File: src/rtl/seq_ripple_adder_if.sv
// Handshake and operand/result bundle for seq_ripple_adder.
// The master drives the request; the slave (the adder) returns status and result.
interface seq_ripple_adder_if #(
    parameter int WIDTH = 16
);
    logic             start;
    logic             sub;
    logic [WIDTH-1:0] a;
    logic [WIDTH-1:0] b;
    logic             cin;
    logic             busy;
    logic             done;
    logic [WIDTH-1:0] s;
    logic             cout;
    logic             ovf;

    modport master (
        output start, sub, a, b, cin,
        input  busy, done, s, cout, ovf
    );

    modport slave (
        input  start, sub, a, b, cin,
        output busy, done, s, cout, ovf
    );
endinterface

File: src/rtl/seq_ripple_adder.sv
// Multi-cycle adder/subtractor: CHUNK bits per clock, carry kept in a flop between chunks.
// Operands shift right one chunk per cycle; partial sums shift in from the top of a result register.
module seq_ripple_adder #(
    parameter int WIDTH = 16,
    parameter int CHUNK = 4
) (
    input  logic              clk,
    input  logic              rst,
    seq_ripple_adder_if.slave bus
);
    localparam int NCHUNK = WIDTH / CHUNK;
    localparam int CW     = (NCHUNK > 1) ? $clog2(NCHUNK) : 1;

    typedef enum logic [1:0] {
        S_IDLE,
        S_RUN,
        S_DONE
    } state_t;

    state_t           state_q, state_d;
    logic [WIDTH-1:0] a_q, a_d;
    logic [WIDTH-1:0] b_q, b_d;
    logic [WIDTH-1:0] res_q, res_d;
    logic [WIDTH-1:0] s_q, s_d;
    logic [CW-1:0]    cnt_q, cnt_d;
    logic             carry_q, carry_d;
    logic             a_msb_q, a_msb_d;
    logic             b_msb_q, b_msb_d;
    logic             cout_q, cout_d;
    logic             ovf_q, ovf_d;

    logic [CHUNK:0]         chunk_sum;
    logic [WIDTH+CHUNK-1:0] res_shift;
    logic [WIDTH-1:0]       res_new;
    logic                   last_chunk;

    // Only the low chunk of each operand enters the adder; carry comes solely from carry_q.
    always_comb begin
        chunk_sum  = {1'b0, a_q[CHUNK-1:0]} + {1'b0, b_q[CHUNK-1:0]} + {{CHUNK{1'b0}}, carry_q};
        res_shift  = {chunk_sum[CHUNK-1:0], res_q};
        res_new    = res_shift[WIDTH+CHUNK-1:CHUNK];
        last_chunk = (cnt_q == CW'(NCHUNK - 1));
    end

    always_comb begin
        state_d = state_q;
        a_d     = a_q;
        b_d     = b_q;
        res_d   = res_q;
        s_d     = s_q;
        cnt_d   = cnt_q;
        carry_d = carry_q;
        a_msb_d = a_msb_q;
        b_msb_d = b_msb_q;
        cout_d  = cout_q;
        ovf_d   = ovf_q;
        case (state_q)
            S_IDLE, S_DONE: begin
                state_d = S_IDLE;
                if (bus.start) begin
                    state_d = S_RUN;
                    a_d     = bus.a;
                    b_d     = bus.sub ? ~bus.b : bus.b;
                    carry_d = bus.sub ? ~bus.cin : bus.cin;
                    a_msb_d = bus.a[WIDTH-1];
                    b_msb_d = bus.sub ^ bus.b[WIDTH-1];
                    cnt_d   = '0;
                end
            end
            S_RUN: begin
                a_d     = a_q >> CHUNK;
                b_d     = b_q >> CHUNK;
                res_d   = res_new;
                carry_d = chunk_sum[CHUNK];
                cnt_d   = cnt_q + CW'(1);
                if (last_chunk) begin
                    state_d = S_DONE;
                    s_d     = res_new;
                    cout_d  = chunk_sum[CHUNK];
                    ovf_d   = (a_msb_q == b_msb_q) && (res_new[WIDTH-1] != a_msb_q);
                end
            end
            default: state_d = S_IDLE;
        endcase
    end

    always_ff @(posedge clk) begin
        if (rst) begin
            state_q <= S_IDLE;
            a_q     <= '0;
            b_q     <= '0;
            res_q   <= '0;
            s_q     <= '0;
            cnt_q   <= '0;
            carry_q <= 1'b0;
            a_msb_q <= 1'b0;
            b_msb_q <= 1'b0;
            cout_q  <= 1'b0;
            ovf_q   <= 1'b0;
        end else begin
            state_q <= state_d;
            a_q     <= a_d;
            b_q     <= b_d;
            res_q   <= res_d;
            s_q     <= s_d;
            cnt_q   <= cnt_d;
            carry_q <= carry_d;
            a_msb_q <= a_msb_d;
            b_msb_q <= b_msb_d;
            cout_q  <= cout_d;
            ovf_q   <= ovf_d;
        end
    end

    assign bus.busy = (state_q == S_RUN);
    assign bus.done = (state_q == S_DONE);
    assign bus.s    = s_q;
    assign bus.cout = cout_q;
    assign bus.ovf  = ovf_q;
endmodule

File: src/flat_wrapper.sv
// flat-port wrapper written by rule: the top's interface ports become plain ports
module seq_ripple_adder_flat 
#(
    parameter int WIDTH = 16,
    parameter int CHUNK = 4
)
  (clk, rst, bus_start, bus_sub, bus_a, bus_b, bus_cin, bus_busy, bus_done, bus_s, bus_cout, bus_ovf);
  seq_ripple_adder_if #(.WIDTH(WIDTH)) bus_i ();
  input  logic clk;
  input  logic rst;
  input wire logic [$bits(bus_i.start)-1:0] bus_start;
  input wire logic [$bits(bus_i.sub)-1:0] bus_sub;
  input wire logic [$bits(bus_i.a)-1:0] bus_a;
  input wire logic [$bits(bus_i.b)-1:0] bus_b;
  input wire logic [$bits(bus_i.cin)-1:0] bus_cin;
  output wire logic [$bits(bus_i.busy)-1:0] bus_busy;
  output wire logic [$bits(bus_i.done)-1:0] bus_done;
  output wire logic [$bits(bus_i.s)-1:0] bus_s;
  output wire logic [$bits(bus_i.cout)-1:0] bus_cout;
  output wire logic [$bits(bus_i.ovf)-1:0] bus_ovf;
  assign bus_i.start = bus_start;
  assign bus_i.sub = bus_sub;
  assign bus_i.a = bus_a;
  assign bus_i.b = bus_b;
  assign bus_i.cin = bus_cin;
  assign bus_busy = bus_i.busy;
  assign bus_done = bus_i.done;
  assign bus_s = bus_i.s;
  assign bus_cout = bus_i.cout;
  assign bus_ovf = bus_i.ovf;
  seq_ripple_adder #(.WIDTH(WIDTH), .CHUNK(CHUNK)) u_core (.clk(clk), .rst(rst), .bus(bus_i));
endmodule
File: config.mk
export PLATFORM = sky130hd
export DESIGN_NAME = seq_ripple_adder_flat
export DESIGN_NICKNAME = d
export VERILOG_FILES = /design/src/rtl/seq_ripple_adder_if.sv /design/src/rtl/seq_ripple_adder.sv /design/src/flat_wrapper.sv
export SDC_FILE = /design/constraint.sdc
export NUM_CORES = 1
export LEC_CHECK = 0
export CAP_MARGIN = 5
export CORE_ASPECT_RATIO = 1.5
export CORE_MARGIN = 1
export CORE_UTILIZATION = 40
export CTS_BUF_LIST = sky130_fd_sc_hd__clkbuf_16
export CTS_CLUSTER_DIAMETER = 120
export CTS_CLUSTER_SIZE = 20
export DETAILED_ROUTE_END_ITERATION = 7
export MAX_ROUTING_LAYER = met4
export PLACE_DENSITY = 0.62
export SYNTH_ARGS = -nofsm -noshare
export SYNTH_HDL_FRONTEND = slang
export SYNTH_SLANG_ARGS = --single-unit
File: constraint.sdc
create_clock -name clk -period 4.2 [get_ports clk]
set_input_delay 0.42 -clock clk [delete_from_list [all_inputs] [get_ports clk]]
set_output_delay 0.42 -clock clk [all_outputs]
set_load 0.01 [all_outputs]
== After elaboration in Yosys (flattened, before gate mapping) ==
Index checks and enable logic that the tools add are counted.

* Bits in registers: 73
* Bits in latches: 0
* RAM bits: 0
* Memory bits (read-only): 0
* Output and inout port bits: 20
* Logic and storage cells: 44
* Memories: 0

* Add/subtract/negate cells: 3
* Multipliers: 0
* Div/mod/pow operators: 0
* Magnitude comparators: 0
* Equality and inequality tests: 7
* Shifts and indexed selects: 0
* Muxes and demuxes: 13
* Bitwise operators: 3
* Reduce and logical (&&, ||, !) cells: 7

{| class="wikitable"
|+ Operators by type and width
! cell !! count
|-
| $pmux 16 s2 || 2
|-
| $mux 16 || 3
|-
| $not 16->16 || 1
|-
| $pmux 2 s2 || 2
|-
| $reduce_and 2->1 || 3
|-
| $add 4x4->5 || 1
|-
| $add 5x1->5 || 1
|-
| $eq 2x2->1 const B || 2
|-
| $mux 2 || 2
|-
| $mux 1 || 3
|-
| $add 2x1->2 const B || 1
|-
| $eq 2x1->1 const B || 1
|-
| $logic_not 2->1 || 1
|-
| $ne 2x1->1 const B || 1
|-
| $ne 2x2->1 const B || 1
|-
| $pmux 1 s2 || 1
|-
| $reduce_bool 2->1 || 1
|-
| $reduce_or 2->1 || 1
|-
| $eq 1x1->1 || 1
|-
| $logic_and 1x1->1 || 1
|-
| $ne 1x1->1 || 1
|-
| $not 1->1 || 1
|-
| $xor 1x1->1 || 1
|}

== Depth between registers and ports, before layout ==
* Word-level depth: 4
* Mapped depth: 7
* Depth with buffers taken out: 7

== Worst setup path after synthesis ==
Ideal clock, no wire load.

* Path type: reg-to-reg
* Start point: register u_core.carry_q
* End point: register u_core.ovf_q (netlist: u_core.bus.ovf)
* Data arrival time: 1.607 ns
* Required time: 4.109 ns
* Setup slack: 2.502 ns
* Cell stages (with the launch flop): 6
* Path buffers: 0
* Clock period less this slack: 1.698 ns
* Cells stage by stage: dfxtp_1 -> fa_1 -> nand3_1 -> a21boi_1 -> or4_1 -> a311oi_1

* Word-level cells in the longest chain between the ends: 3

{| class="wikitable"
|+ RTL lines
! element !! line !! text
|-
| from (decl) || seq_ripple_adder.sv:26 || <nowiki>logic carry_q, carry_d;</nowiki>
|-
| from (signal assigned) || seq_ripple_adder.sv:107 || <nowiki>carry_q <= carry_d;</nowiki>
|-
| $add 5x1->5 || seq_ripple_adder.sv:39 || <nowiki>chunk_sum = {1'b0, a_q[CHUNK-1:0]} + {1'b0, b_q[CHUNK-1:0]} + {{CHUNK{1'b0}}, carry_q};</nowiki>
|-
| $ne 1x1->1 || seq_ripple_adder.sv:80 || <nowiki>ovf_d = (a_msb_q == b_msb_q) && (res_new[WIDTH-1] != a_msb_q);</nowiki>
|-
| $logic_and 1x1->1 || seq_ripple_adder.sv:80 ||
|-
| to (signal assigned) || seq_ripple_adder.sv:111 || <nowiki>ovf_q <= ovf_d;</nowiki>
|-
| to (decl) || seq_ripple_adder.sv:30 || <nowiki>logic ovf_q, ovf_d;</nowiki>
|}

Every way passes these cells.
A chain may end at the register's enable or synchronous reset.

== Worst setup path in the final report ==
* Start point: register u_core.state_q[0]
* End point: output bus_busy

* Word-level cells in the longest chain between the ends: 1

{| class="wikitable"
|+ RTL lines
! element !! line !! text
|-
| from (decl) || seq_ripple_adder.sv:20 || <nowiki>state_t state_q, state_d;</nowiki>
|-
| from (signal assigned) || seq_ripple_adder.sv:101 || <nowiki>state_q <= state_d;</nowiki>
|-
| $eq 2x1->1 || seq_ripple_adder.sv:115 || <nowiki>assign bus.busy = (state_q == S_RUN);</nowiki>
|-
| to (decl) || flat_wrapper.sv:16 || <nowiki>output wire logic [$bits(bus_i.busy)-1:0] bus_busy;</nowiki>
|}

Every way passes these cells.

==> impl_metrics.csv <==
group,metric,value,unit
clock_tree,cts_resized,0,
synthesis,ys_types,29,
finish,area_growth,30.8,%
drt,drt_drc_violations_left,0,
sta,tightest_slew,0.882,ns
setup_path,worstReg2RegEnd,"u_core.carry_q",
synthesis,yosys.area_share.simple,0.162,
sta,worst_slack,1.40,ns
setup_path,cp-end-kind,"primary output",
setup_path,crit_type,"reg2out",
clock_tree,htreeDepth,3,
pwr,leakagePower,1.31,nW
hold_path,worstHoldEndpoint,"u_core.bus.s[2]",
synthesis,synth_flop_cell,"dfxtp_1",
global_routing,grt_antenna_before_repair,0,
clock_tree,postCtsHoldBufs,0,
synthesis,synth_mux_area_frac,0,
finish,drive_gt1_frac,0.0605,
placement,port_buffers,56,
drt,via_per_inst,5.11,
drt,drt_iter0_drc,133,
global_routing,grt_use_total,0.170,
finish,final_common_cell,"nand2_1",
global_routing,grt-ovfl-total,0,
synthesis,synth_compound_area_frac,0.209,
placement,finalWeightedCongestion,0.758,
finish,nFillCells,660,
sta,fmax,357,MHz
finish,fin_cells,456,
clock_tree,post-cts-setup-buffers,0,
drt,routed-via-count,2332,
synthesis,yosys.area_share.xor_xnor,0.0567,
placement,dpl.hpwl,3690,um
setup_path,r2r-start,"u_core.state_q[1]",
clock_tree,tritoncts,"done",
clock_tree,cts.clk_slew.worst_paths,0.05,ns
sta,rsz0062_at_grt,"false",
floorplanning,die_height,104,um
synthesis,synthesis.area,2780,sq um
clock_tree,cts_inserted_buffers,9,
global_routing,grt_pass1_wl,9620,um
hold_path,hold_depth,2,
synthesis,synth-async-reset-ratio,0,
synthesis,synth_top_area_frac,0.496,
setup_path,rrSetupSlack,1.76,ns
floorplanning,dieArea,7300,sq um
flow_run,drv_cap,0,
clock_tree,clk_latency,0.33,ns
clock_tree,cts.path.max_buffers,2,
synthesis,synth_edf_count,0,
pwr,peakVddDrop,0.253,mV
synthesis,synth_fp_nets,373,
hold_path,holdCritPathClass,"reg2reg",
synthesis,synth_top_family_by_area,"compound AO/OA/AOI/OAI gates",
synthesis,yosysSeqAreaShare,0.496,
finish,mostFrequentLayoutCells,"nand2_1, dfxtp_1, a21oi_1",
synthesis,synth-seq-cells,69,
setup_path,critPathArrivalTime,2.38,ns
synthesis,yosysWarningCount,0,
sta,slew_headroom,0.410,
drt,drtPass1Iterations,4,
clock_tree,cts_root_buf,"clkbuf_16",
synthesis,synthTopCellsByArea,"dfxtp_1, nand2_1, a21oi_1",
sta,slew_viol_final,0,
hold_path,hp-start,"u_core.bus.s[2]",
finish,nNetsFinal,418,
floorplanning,die_w,70.1,um
placement,dp_cells,440,
finish,n_antenna_cell,0,
global_routing,grt_pass1_vias,2190,
floorplanning,io_pins,57,
placement,dp_slack,1.73,ns
drt,antenna_left,0,
drt,drt-total-wl,5560,um
sta,finalCriticalPeriod,2.80,ns
synthesis,yosysTopAreaCell,"dfxtp_1",
setup_path,ff2ff_path_depth,6,
drt,wire_per_inst,12.2,um
floorplanning,core,6620,sq um
synthesis,synth_fa_ha_area_frac,0.0324,
clock_tree,clock_sink_count,69,
run_status,status,"finished, final reports clean",
sta,fin_tns_setup,0,ns
floorplanning,fp-row-count,36,
pwr,total_power,0.00158,W
sta,hold_viol_final,0,
setup_path,cp.required,3.78,ns
synthesis,syn-mean-instance-area,8.43,sq um
sta,post-route-period-util,0.667,
sta,finalSetupViolCount,0,
setup_path,critPathMaxFanout,42,
setup_path,cp-start-kind,"register",
sta,final.setup_skew,0.00498,ns
synthesis,syn_inst,330,
floorplanning,start_util,0.420,
global_routing,grt_max_degree,70,
pwr,p_per_area,435,nW/um^2
-- worst max path at each step --
stage / to / slack (ns) / from / depth (start not counted)
after floorplan: u_core.bus.ovf / 2.50 / u_core.carry_q / 5
after global placement: bus_busy / 1.76 / u_core.state_q[0] / 3
after detailed placement: bus_busy / 1.73 / u_core.state_q[0] / 3
after CTS: bus_busy / 1.37 / u_core.state_q[0] / 3
after global routing: bus_busy / 1.27 / u_core.state_q[0] / 3
final: bus_busy / 1.40 / u_core.state_q[0] / 3
-- layer usage --
layer  share of wire  routed length [um]  vias to the layer above  GRT usage
met5               0                   0                        -          -
met1            0.43                2390                     1064      0.178
li1                -                   -                     1209          -
met2            0.52                2870                       51      0.296
met3           0.033                 185                        8     0.0407
met4           0.020                 111                        0     0.0771
-- cell type report --
cell class | instances | area, sq um | share of cell area
clock buffers | 9 | 225 | 0.0619
clock inverters | 7 | 57.6 | 0.0158
flip-flops and latches | 69 | 1380 | 0.380
multi-input cells | 231 | 1280 | 0.352
repair buffers | 59 | 578 | 0.159
inverters | 5 | 18.8 | 0.00516
well taps | 76 | 95.1 | 0.0261
-- where the power goes --
group	total, W	switching [W]	internal, W
combinational	0.000164	0.0000878	0.0000760
sequential	0.000704	0.0000184	0.000686
clock	0.000713	0.000263	0.000450
total	0.00158	0.000369	0.00121
-- flip-flops by register name, summed over array words and instances, names as in the netlist, 2 cells and up --
register        flops
u_core.b_q         16
u_core.state_q      2
u_core.bus.s       16
u_core.res_q       12
u_core.cnt_q        2
u_core.a_q         16
-- synthesized netlist by cell type, types with 2 or more instances --
master,count
xor2_1,17
a21oi_1,58
nor2_1,15
nand2b_1,2
a22oi_1,32
fa_1,2
a211oi_1,2
or3_1,2
nor2_2,2
ha_1,4
nor2b_1,3
inv_1,4
nor3_1,2
dfxtp_1,69
nand2_1,80
clkbuf_1,15
buf_1,3
buf_2,7
-- through the flow --
stage	hold slack [ns]	instance area, sq um	util
after detailed placement	0.447	3360	0.507
final	0.450	3640	0.550
after floorplan	0.432	2780	-
after global routing	0.468	3640	0.550
after global placement	0.442	3360	0.507
after CTS	0.454	3640	0.550
-- cell families (layout without fill, tap and decap cells) --
| family | count (synthesis) | in the layout |
|---|---|---|
| flops | 69 | 69 |
| xor+xnor | 18 | 18 |
| simple gates | 110 | 110 |
| buf+inv | 30 | 80 |
| compound gates | 97 | 97 |
| fa+ha+maj | 6 | 6 |
-- worst max-delay path: stages (launching register included) --
cell             delay (ns)
dfxtp_1                0.37
nand2b_1               0.33
inv_2                  0.68
clkdlybuf4s50_1        0.66
(Power assumes the default switching activity.)
